### src/rtl/lc3_mem_ctrl_if.sv
// Memory-bus bundle between the LC-3 datapath/RAM and the bus initiator.
// The master modport is the controller side; the slave modport is datapath plus RAM.
interface lc3_mem_ctrl_if;
    logic        req;
    logic        we;
    logic [15:0] addr;
    logic [15:0] wdata;
    logic        busy;
    logic        done;
    logic        err;
    logic [15:0] rdata;
    logic [15:0] MAR;
    logic [15:0] MDR;
    logic        R_W;
    logic        MEM_EN;
    logic [15:0] mem_dout;
    logic        R;

    modport master (
        input  req, we, addr, wdata, mem_dout, R,
        output busy, done, err, rdata, MAR, MDR, R_W, MEM_EN
    );

    modport slave (
        output req, we, addr, wdata, mem_dout, R,
        input  busy, done, err, rdata, MAR, MDR, R_W, MEM_EN
    );
endinterface

### src/rtl/lc3_mem_ctrl.sv
// LC-3 memory-bus initiator: single-word read/write with ready handshake,
// read-data capture, timeout abort and a recovery state that waits out stale R.
//
// state   | meaning
// IDLE    | waiting for req; R is ignored here
// ISSUE   | MEM_EN high on the bus for this one cycle
// WAIT    | waiting for R, counting R=0 samples toward TIMEOUT
// RECOVER | transaction finished; hold busy until R returns low
module lc3_mem_ctrl #(
    parameter int unsigned TIMEOUT = 15
) (
    input  logic            clk,
    input  logic            reset,
    lc3_mem_ctrl_if.master  bus
);
    typedef enum logic [1:0] {IDLE, ISSUE, WAIT, RECOVER} state_t;

    // Terminal count: the TIMEOUT-th consecutive R=0 sample sees cnt_q == TIMEOUT-1.
    localparam logic [7:0] CNT_TC = 8'(TIMEOUT - 1);

    state_t      state_q, state_d;
    logic [7:0]  cnt_q, cnt_d;
    logic [15:0] mar_q, mar_d;
    logic [15:0] mdr_q, mdr_d;
    logic [15:0] rdata_q, rdata_d;
    logic        r_w_q, r_w_d;
    logic        mem_en_q, mem_en_d;
    logic        busy_q, busy_d;
    logic        done_q, done_d;
    logic        err_q, err_d;

    always_ff @(posedge clk or posedge reset) begin
        if (reset) begin
            state_q  <= IDLE;
            cnt_q    <= '0;
            mar_q    <= '0;
            mdr_q    <= '0;
            rdata_q  <= '0;
            r_w_q    <= 1'b0;
            mem_en_q <= 1'b0;
            busy_q   <= 1'b0;
            done_q   <= 1'b0;
            err_q    <= 1'b0;
        end else begin
            state_q  <= state_d;
            cnt_q    <= cnt_d;
            mar_q    <= mar_d;
            mdr_q    <= mdr_d;
            rdata_q  <= rdata_d;
            r_w_q    <= r_w_d;
            mem_en_q <= mem_en_d;
            busy_q   <= busy_d;
            done_q   <= done_d;
            err_q    <= err_d;
        end
    end

    always_comb begin
        state_d  = state_q;
        cnt_d    = cnt_q;
        mar_d    = mar_q;
        mdr_d    = mdr_q;
        rdata_d  = rdata_q;
        r_w_d    = r_w_q;
        busy_d   = busy_q;
        mem_en_d = 1'b0;
        done_d   = 1'b0;
        err_d    = 1'b0;

        case (state_q)
            IDLE: begin
                if (bus.req) begin
                    mar_d    = bus.addr;
                    if (bus.we) begin
                        mdr_d = bus.wdata;
                    end
                    r_w_d    = bus.we;
                    mem_en_d = 1'b1;
                    busy_d   = 1'b1;
                    state_d  = ISSUE;
                end
            end
            ISSUE: begin
                cnt_d   = '0;
                state_d = WAIT;
            end
            WAIT: begin
                if (bus.R) begin
                    if (!r_w_q) begin
                        rdata_d = bus.mem_dout;
                    end
                    done_d  = 1'b1;
                    state_d = RECOVER;
                end else begin
                    if (cnt_q != 8'hFF) begin
                        cnt_d = cnt_q + 8'd1;
                    end
                    if (cnt_q >= CNT_TC) begin
                        err_d   = 1'b1;
                        state_d = RECOVER;
                    end
                end
            end
            RECOVER: begin
                // A still-high R belongs to the finished transaction; never act on it.
                if (!bus.R) begin
                    busy_d  = 1'b0;
                    state_d = IDLE;
                end
            end
            default: begin
                state_d = IDLE;
                busy_d  = 1'b0;
            end
        endcase
    end

    assign bus.busy   = busy_q;
    assign bus.done   = done_q;
    assign bus.err    = err_q;
    assign bus.rdata  = rdata_q;
    assign bus.MAR    = mar_q;
    assign bus.MDR    = mdr_q;
    assign bus.R_W    = r_w_q;
    assign bus.MEM_EN = mem_en_q;
endmodule
### src/flat_wrapper.sv
// flat-port wrapper written by rule: the top's interface ports become plain ports
module lc3_mem_ctrl_flat 
#(
    parameter int unsigned TIMEOUT = 15
)
  (clk, reset, bus_req, bus_we, bus_addr, bus_wdata, bus_mem_dout, bus_R, bus_busy, bus_done, bus_err, bus_rdata, bus_MAR, bus_MDR, bus_R_W, bus_MEM_EN);
  lc3_mem_ctrl_if bus_i ();
  input  logic clk;
  input  logic reset;
  input wire logic [$bits(bus_i.req)-1:0] bus_req;
  input wire logic [$bits(bus_i.we)-1:0] bus_we;
  input wire logic [$bits(bus_i.addr)-1:0] bus_addr;
  input wire logic [$bits(bus_i.wdata)-1:0] bus_wdata;
  input wire logic [$bits(bus_i.mem_dout)-1:0] bus_mem_dout;
  input wire logic [$bits(bus_i.R)-1:0] bus_R;
  output wire logic [$bits(bus_i.busy)-1:0] bus_busy;
  output wire logic [$bits(bus_i.done)-1:0] bus_done;
  output wire logic [$bits(bus_i.err)-1:0] bus_err;
  output wire logic [$bits(bus_i.rdata)-1:0] bus_rdata;
  output wire logic [$bits(bus_i.MAR)-1:0] bus_MAR;
  output wire logic [$bits(bus_i.MDR)-1:0] bus_MDR;
  output wire logic [$bits(bus_i.R_W)-1:0] bus_R_W;
  output wire logic [$bits(bus_i.MEM_EN)-1:0] bus_MEM_EN;
  assign bus_i.req = bus_req;
  assign bus_i.we = bus_we;
  assign bus_i.addr = bus_addr;
  assign bus_i.wdata = bus_wdata;
  assign bus_i.mem_dout = bus_mem_dout;
  assign bus_i.R = bus_R;
  assign bus_busy = bus_i.busy;
  assign bus_done = bus_i.done;
  assign bus_err = bus_i.err;
  assign bus_rdata = bus_i.rdata;
  assign bus_MAR = bus_i.MAR;
  assign bus_MDR = bus_i.MDR;
  assign bus_R_W = bus_i.R_W;
  assign bus_MEM_EN = bus_i.MEM_EN;
  lc3_mem_ctrl #(.TIMEOUT(TIMEOUT)) u_core (.clk(clk), .reset(reset), .bus(bus_i));
endmodule
### config.mk
export PLATFORM = sky130hd
export DESIGN_NAME = lc3_mem_ctrl_flat
export DESIGN_NICKNAME = d
export VERILOG_FILES = /design/src/rtl/lc3_mem_ctrl_if.sv /design/src/rtl/lc3_mem_ctrl.sv /design/src/flat_wrapper.sv
export SDC_FILE = /design/constraint.sdc
export NUM_CORES = 1
export LEC_CHECK = 0
export CORE_MARGIN = 2
export CORE_UTILIZATION = 43
export CTS_CLUSTER_SIZE = 20
export DETAILED_ROUTE_END_ITERATION = 7
export PLACE_DENSITY = 0.81
export RECOVER_POWER = 50
export SETUP_SLACK_MARGIN = 0.3
export SLEW_MARGIN = 20
export SYNTH_ARGS = -nofsm -noshare
export SYNTH_HDL_FRONTEND = slang
export SYNTH_SLANG_ARGS = --single-unit
### constraint.sdc
create_clock -name clk -period 2.3 [get_ports clk]
set_input_delay 0.345 -clock clk [delete_from_list [all_inputs] [get_ports clk]]
set_output_delay 0.345 -clock clk [all_outputs]
set_load 0.02 [all_outputs]
=== After elaboration in Yosys (flattened, before gate mapping) ===
Index checks and enable logic that the tools add are counted.

* Register bits: 63
* Input port bits: 53
* Output and inout bits: 53
* Logic and storage cells: 49

* $add $sub $neg: 1
* $lt $le $gt $ge: 1
* Equality and inequality tests: 9
* Mux-type cells: 18
* Bitwise operators: 1
* Reductions and logical operators: 9

{| class="wikitable"
|+ Operators by type and width
! cell !! count
|-
| two-way mux 8 bit || 2
|-
| one-hot mux 8 bit (2 select lines) || 1
|-
| AND reduction 3 bit || 5
|-
| two-way mux 1 bit || 9
|-
| adder 8 x 1 -> 8 bit, second input constant || 1
|-
| >= comparator 8 x 4 -> 1 bit, second input constant || 1
|-
| two-way mux 2 bit || 4
|-
| inequality test 8 bit, second input constant || 1
|-
| one-hot mux 2 bit (4 select lines) || 1
|-
| inequality test 2 bit, second input constant || 3
|-
| == test 2 bit, second input constant || 2
|-
| nonzero test 2 bit || 2
|-
| inequality test 3 x 2 -> 1 bit, second input constant || 1
|-
| == test 2 x 1 -> 1 bit, second input constant || 1
|-
| logical NOT 2 bit || 1
|-
| inequality test 2 x 1 -> 1 bit, second input constant || 1
|-
| one-hot mux 1 bit (2 select lines) || 1
|-
| AND reduction 2 bit || 1
|-
| inverter 1 bit || 1
|}

=== Longest topological paths before layout ===
Gate-level depths: netlist of the first run.

* Word-level depth: 4
* Gate-level depth with buffers: 7
* Depth with buffers taken out: 6

=== Least setup slack after synthesis of the first run ===
Ideal clock, no wire load.

* Path kind: register -> register
* From: register u_core.state_q[0]
* To: register u_core.mdr_q[0], in the netlist u_core.bus.MDR[0]
* Library setup time: 0.125 ns
* Arrival time: 1.511 ns
* Data required time: 2.175 ns
* Slack: 0.664 ns
* Cell stages (with the launch flop): 8
* Buffers on the path: 1
* Clock period less this slack: 1.636 ns
* Cells stage by stage: dfrtp_1 -> inv_1 -> ha_1 -> nand2_2 -> inv_2 -> nand2_2 -> buf_4 -> mux2_2

* Cells in the longest elaborated chain, start to end: 2

{| class="wikitable"
|+ RTL lines
! what !! line !! text
|-
| from (decl) || lc3_mem_ctrl.sv:21 || <nowiki>state_t state_q, state_d;</nowiki>
|-
| from (signal assigned) || lc3_mem_ctrl.sv:45 || <nowiki>state_q <= state_d;</nowiki>
|-
| logical NOT 2 bit || lc3_mem_ctrl.sv:70 || <nowiki>case (state_q)</nowiki>
|-
| AND reduction 3 bit (no line) || -- ||
|-
| to (signal assigned) || lc3_mem_ctrl.sv:48 || <nowiki>mdr_q <= mdr_d;</nowiki>
|-
| to (decl) || lc3_mem_ctrl.sv:24 || <nowiki>logic [15:0] mdr_q, mdr_d;</nowiki>
|}

No other way between the ends.
A chain may end at the register's enable or synchronous reset.

=== Final worst setup path of the first run ===
* From: register u_core.state_q[0]
* To: register u_core.mdr_q[15], in the netlist u_core.bus.MDR[15]

Same word-level chain as after synthesis.

==> results of run 1 <==
[state kept, by name, indices dropped and copies added, names as in the netlist]
name               count
u_core.bus.done        1
u_core.bus.MDR        16
u_core.bus.rdata      16
u_core.bus.MAR        16
u_core.bus.MEM_EN      1
u_core.cnt_q           8
u_core.state_q         2
u_core.bus.err         1
u_core.bus.R_W         1
u_core.bus.busy        1
[metal layers]
| layer | global-route usage (%) | vias to the layer above |
|---|---|---|
| met4 | 8.50 | 0 |
| li1 | - | 847 |
| met1 | 20.8 | 867 |
| met5 | 0 | - |
| met2 | 27.3 | 75 |
| met3 | 5.33 | 6 |
[cells by family after synthesis]
kind of cell / count (synthesis) / synth area share [%]
adder cells (fa/ha/maj): 7 / 3.34
AO/OA/AOI/OAI: 12 / 3.15
multiplexers: 55 / 24.7
flip-flops: 63 / 60.1
AND/OR/NAND/NOR: 30 / 6.53
buffers and inverters: 10 / 2.19
[worst min path at each step]
stage | slack [ps] | cells past startpoint | endpoint
5_1_grt | 520 | 1 | u_core.bus.MDR[13]
4_1_cts | 450 | 2 | u_core.bus.rdata[3]
3_3_place_gp | 490 | 1 | u_core.bus.MDR[4]
6_report | 510 | 1 | u_core.bus.MDR[1]
2_1_floorplan | 470 | 1 | u_core.cnt_q[3]
3_5_place_dp | 490 | 1 | u_core.bus.MAR[7]
[through the flow]
stage	std cells	power [W]	area [sq um]	hold WS, ps
2_1_floorplan	177	0.00331	2630	474
3_3_place_gp	355	0.00442	3760	485
3_5_place_dp	355	0.00451	3760	494
4_1_cts	371	0.00555	3980	448
5_1_grt	371	0.00579	3970	517
6_report	371	0.00547	3970	505
[worst register-to-register path, cell delays in order, from the launching register on]
cell	delay (ps)
dfrtp_1	390
inv_1	90
ha_1	230
nand2_2	70
inv_1	60
nand2_1	520
mux2_2	420
[area by class of cell]
type                       count  area, sq um
fill                         442         1950
sequential                    63         1580
timing repair buffer         107         1080
multi-input combinational    104          986
clock buffer                  10          128
tap                           75         93.8
clock inverter                 6         85.1
inverter                       6         22.5
[power by group through the flow]
stage               clock network (W)  registers, W  logic, W
CTS                           0.00105       0.00189   0.00261
detailed placement                  0       0.00191   0.00260
global placement                    0       0.00188   0.00254
floorplan                           0       0.00244  0.000871
finish                        0.00103       0.00188   0.00256
global route                  0.00111       0.00195   0.00273
[cell usage after synthesis, types with 2 or more instances]
cell      count
a31oi_1       2
and4_1        2
buf_6         2
dfrtp_1      63
ha_1          7
inv_1         5
mux2_2       39
mux2_4       10
mux2i_1       6
nand2_1      11
nand2_2       2
nand2b_1      2
nor2_1        2
o211ai_1      2
o21ai_0       3
==> results.toml, run 1 <==
[logic_synthesis]
yosysSeqAreaShare_pct = 60.1
ys_ff_latch = 63
synth.distinct_cells = 34
synth_cells = 177
synth_edf_count = 0
synthesis.area_sq_um = 2630
yosys_warnings = 0
synth_area_leaders = "dfrtp_1, mux2_2, mux2_4"
syn_avg_cell_area_sq_um = 14.8
syn_nets = 237
synth_largest_area_cell = "dfrtp_1"
async_flop_share_pct = 100
synth_flop_cell = "dfrtp_1"
yosysTopAreaCellShare_pct = 60.1

[setup_path]
endpoint = "u_core.bus.MDR[15]"
cp.required_ps = 2510
startpoint = "u_core.state_q[0]"
worstPathArrival_ps = 2120
crit_top_cell = "inv_1"
crit_buf_inv = 2
critPathKind = "reg2reg"
critical_path.top_delay_family = "simple AND/OR/NAND/NOR gates"
slowest_stage = "nand2_1"
crit_chain = "inv_1, ha_1, nand2_2, inv_1, nand2_1, mux2_2"
r2r_cells = 6
crit_fanout = 17
critical_path_depth = 6
crit_path_end_kind = "flip-flop"
r2r_end = "u_core.bus.MDR[15]"
r2r_start = "u_core.state_q[0]"
r2r_slack_ps = 390
worst_path_largest_cell_delay_ps = 520
worstSetupStartpointType = "flip-flop"

[routing]
drt_iter0_drc = 27
vias = 1795
drc = 0
firstDrtPassIters = 4
viasPerCell = 4.84
dr_wl_met3_microns = 525
ant_nets = 0
wl_microns = 5400
maxUsedRoutingLayer = "met4"
wl_met1_microns = 2230
wl_per_cell_microns = 14.6
route.met2.wl_microns = 2560

[floorplanning]
die_area_sq_um = 6750
dieHeight_microns = 82.1
fp.coreArea_sq_um = 5920
row_count = 28
initial_core_util_pct = 44.3
fp.dieW_microns = 82.1
io_pins = 106

[power]
p_leak_nw = 1.79
internal_power_w = 0.00363
swShare_pct = 33.6
max-vdd-ir-drop_mv = 0.832
seq_power_share_pct = 34.4
p_clk_share_pct = 18.8
switchingPower_w = 0.00184
combPwrFrac_pct = 46.7
power_density_nw_per_um2 = 1380

[sta]
finalCriticalPeriod_ps = 1910
fin_crit_sh_pct = 83.1
rsz0062_at_grt = "no"
relSlewSlack_pct = 21.0
hold_violations = 0
final_max_slew_viol_count = 0
fin_ws_ps = 389
skew_ps = 5.31
worst_pin_slew_ps = 1180
tns_ps = 0
fmax_ghz = 0.523
setup_viol = 0

[finish]
drive_gt1_share_pct = 23.3
mostFrequentLayoutCells = "clkdlybuf4s50_1, dfrtp_1, mux2_2"
final_util_pct = 67.1
nets = 351
final_common_cell = "clkdlybuf4s50_1"
area_growth_pct = 51.2
diodes = 0

[global_route]
grt_pass1_vias = 1804
gr-total-overflow = 0
antenna_found_initial = 0
grt_max_degree = 34
track_usage_pct = 17.0
grt_pass1_wl_microns = 8560

[placed_design]
place_congestion = 0.739
dp_hpwl_microns = 3950
port-buffer-count = 105
dp_slack_ps = 352

[min_path]
hp-class = "reg2reg"
hp-start = "u_core.bus.MDR[1]"

[flow_run]
cap_violations = 0

[clock_tree]
clock-root-buffer = "clkbuf_8"
clk_pin_slew_ps = 70
cts_setup_buffers = 0
cts_hold_buf = 0
cts.sinks = 63
clock_path_buffers = 2
clock_latency_ps = 330
cts_buffers = 9
h-tree-depth = 3
cts-resized-gates = 0
cts_tree = "done"

[outcome]
outcome = "completed"
Note: power is estimated with default switching activity, not from simulation.
==> inputs of run 2 (changes only) <==
CORE_UTILIZATION = 39   (was 43)
PLACE_DENSITY = 0.77   (was 0.81)
clock period = 1.6 ns   (was 2.3 ns; I/O delays follow)
==> run 2 against run 1 <==
Compared with the run above:
- wire length up 28%
- total power rose by 60%
- non-clock buffer count rose by 33
- cell count rose by 10%
- clock power increased by 70%
- die area rose by 9.7%
- core utilization up 2.1 points
- sequential cell count unchanged
- setup slack worse by 390 ps
- via count up 13%
- global-route usage rose by 1.8 points
- largest cell class unchanged
- highest routed layer unchanged
==> results.toml, run 2 (synthesized netlist as in run 1, its figures left out) <==
[finish]
final_area_sq_um = 4440
nets = 386
instances_no_fill = 408
area_growth_pct = 69.3
mostFrequentLayoutCells = "dfrtp_1, clkdlybuf4s50_1, mux2_2"
drive_gt1_share_pct = 37.8
diodes = 0
num-fill-cells = 449
multi_input_area_sq_um = 1210
regArea_sq_um = 1580
final_util_pct = 69.2
final_common_cell = "dfrtp_1"

[min_path]
hp-class = "in2async"

[clock_tree]
clock_latency_ps = 340
clock_path_buffers = 2
clock-root-buffer = "clkbuf_8"
cts_buffers = 9
cts.sinks = 63
cts_tree = "done"
h-tree-depth = 3
clk_pin_slew_ps = 70
cts_hold_buf = 0

[global_route]
grt_pass1_vias = 2125
track_usage_pct = 18.9
gr-total-overflow = 0
grt_pass1_wl_microns = 10700
antenna_found_initial = 0
grt_max_degree = 23

[setup_path]
worstSetupStartpointType = "flip-flop"
critPathKind = "reg2reg"
r2r_cells = 7
crit_path_end_kind = "flip-flop"
cp.required_ps = 1820
worstPathArrival_ps = 1820
crit_fanout = 4

[sta]
final_max_slew_viol_count = 0
fmax_ghz = 0.626
finalCriticalPeriod_ps = 1600
skew_ps = 6.49
rsz0062_at_grt = "yes"
hold_violations = 0
fin_crit_sh_pct = 99.8
setup_viol = 0
worst_pin_slew_ps = 696
relSlewSlack_pct = 53.3

[floorplanning]
fp.coreArea_sq_um = 6420
initial_core_util_pct = 40.9
io_pins = 106
die_area_sq_um = 7400
row_count = 29
fp.dieW_microns = 86.0
dieHeight_microns = 86.0

[routing]
drc = 0
vias = 2031
wl_per_cell_microns = 16.9
drt_iter0_drc = 45
ant_nets = 0
viasPerCell = 4.98
wl_microns = 6910
firstDrtPassIters = 4

[placed_design]
placed_cells = 367
port-buffer-count = 105
dp_hpwl_microns = 4280
place_congestion = 0.782
place_area_sq_um = 3900

[flow_run]
cap_violations = 0

[power]
max-vdd-ir-drop_mv = 1.29
power_density_nw_per_um2 = 1970
p_leak_nw = 2.07

[outcome]
outcome = "completed"
[run 2: critical path, stage by stage, from the launching register on]
cell and delay (ps):
dfrtp_1 400, inv_2 130, ha_4 180, buf_6 110, and4b_1 260, nand4b_1 160
a2bb2oi_2 160, a21oi_1 70
[run 2: stage by stage]
step | setup TNS, ps | setup WS (ps) | hold slack, ps | total power [W]
2_1_floorplan | 0 | 23.6 | 365 | 0.00481
3_3_place_gp | -592 | -51.5 | 487 | 0.00655
3_5_place_dp | -952 | -83.7 | 489 | 0.00665
4_1_cts | 0 | 36.8 | 258 | 0.00847
5_1_grt | -43.0 | -40.4 | 470 | 0.00918
6_report | 0 | 3.78 | 438 | 0.00874
[run 2: timing repair]
| item | CTS | global route |
|---|---|---|
| gates cloned | 3 | 1 |
| gates resized for setup | 86 | 76 |
| pin swaps | 6 | 8 |
| buffers inserted | 16 | 5 |
| setup endpoints to repair | 109 | 107 |
[run 2: cell type report]
cell class | count | share of cell area [%]
sequential | 63 | 35.5
timing repair buffer | 140 | 28.7
multi-input combinational | 106 | 27.2
clock buffer | 11 | 3.41
clock inverter | 5 | 2.34
tap | 77 | 2.17
inverter | 6 | 0.704
[run 2: worst paths after layout]
| check | from | endpoint | slack [ps] |
|---|---|---|---|
| max in group asynchronous | reset | u_core.bus.MAR[9] | 230 |
| worst min-delay path | reset | u_core.bus.MAR[4] | 440 |
| worst min register to register | u_core.bus.MDR[6] | u_core.bus.MDR[6] | 500 |
| min in group clk | u_core.bus.MDR[6] | u_core.bus.MDR[6] | 500 |
| worst max-delay path | u_core.state_q[0] | u_core.cnt_q[7] | 4 |
| worst max register to register | u_core.state_q[0] | u_core.cnt_q[7] | 4 |
[run 2: power breakdown]
part | leakage, nW | internal (W) | switching, W | total, W
combinational | 1.17 | 0.00227 | 0.00201 | 0.00428
clock | 0.130 | 0.00112 | 0.000631 | 0.00175
sequential | 0.768 | 0.00231 | 0.000403 | 0.00271
total | 2.07 | 0.00570 | 0.00304 | 0.00874
[run 2: routing by layer]
| metal | global-route usage, % | routed length (microns) | vias to the layer above |
|---|---|---|---|
| li1 | - | - | 928 |
| met3 | 6.64 | 499 | 9 |
| met5 | 0 | 0 | - |
| met1 | 22.4 | 2750 | 1016 |
| met4 | 6.93 | 88 | 0 |
| met2 | 31.6 | 3570 | 78 |
==> inputs of run 3 (changes only) <==
CTS_CLUSTER_SIZE = unset   (was 20)
==> results of run 3 <==
Final layout, timing and power as in run 2 (identical DEF).
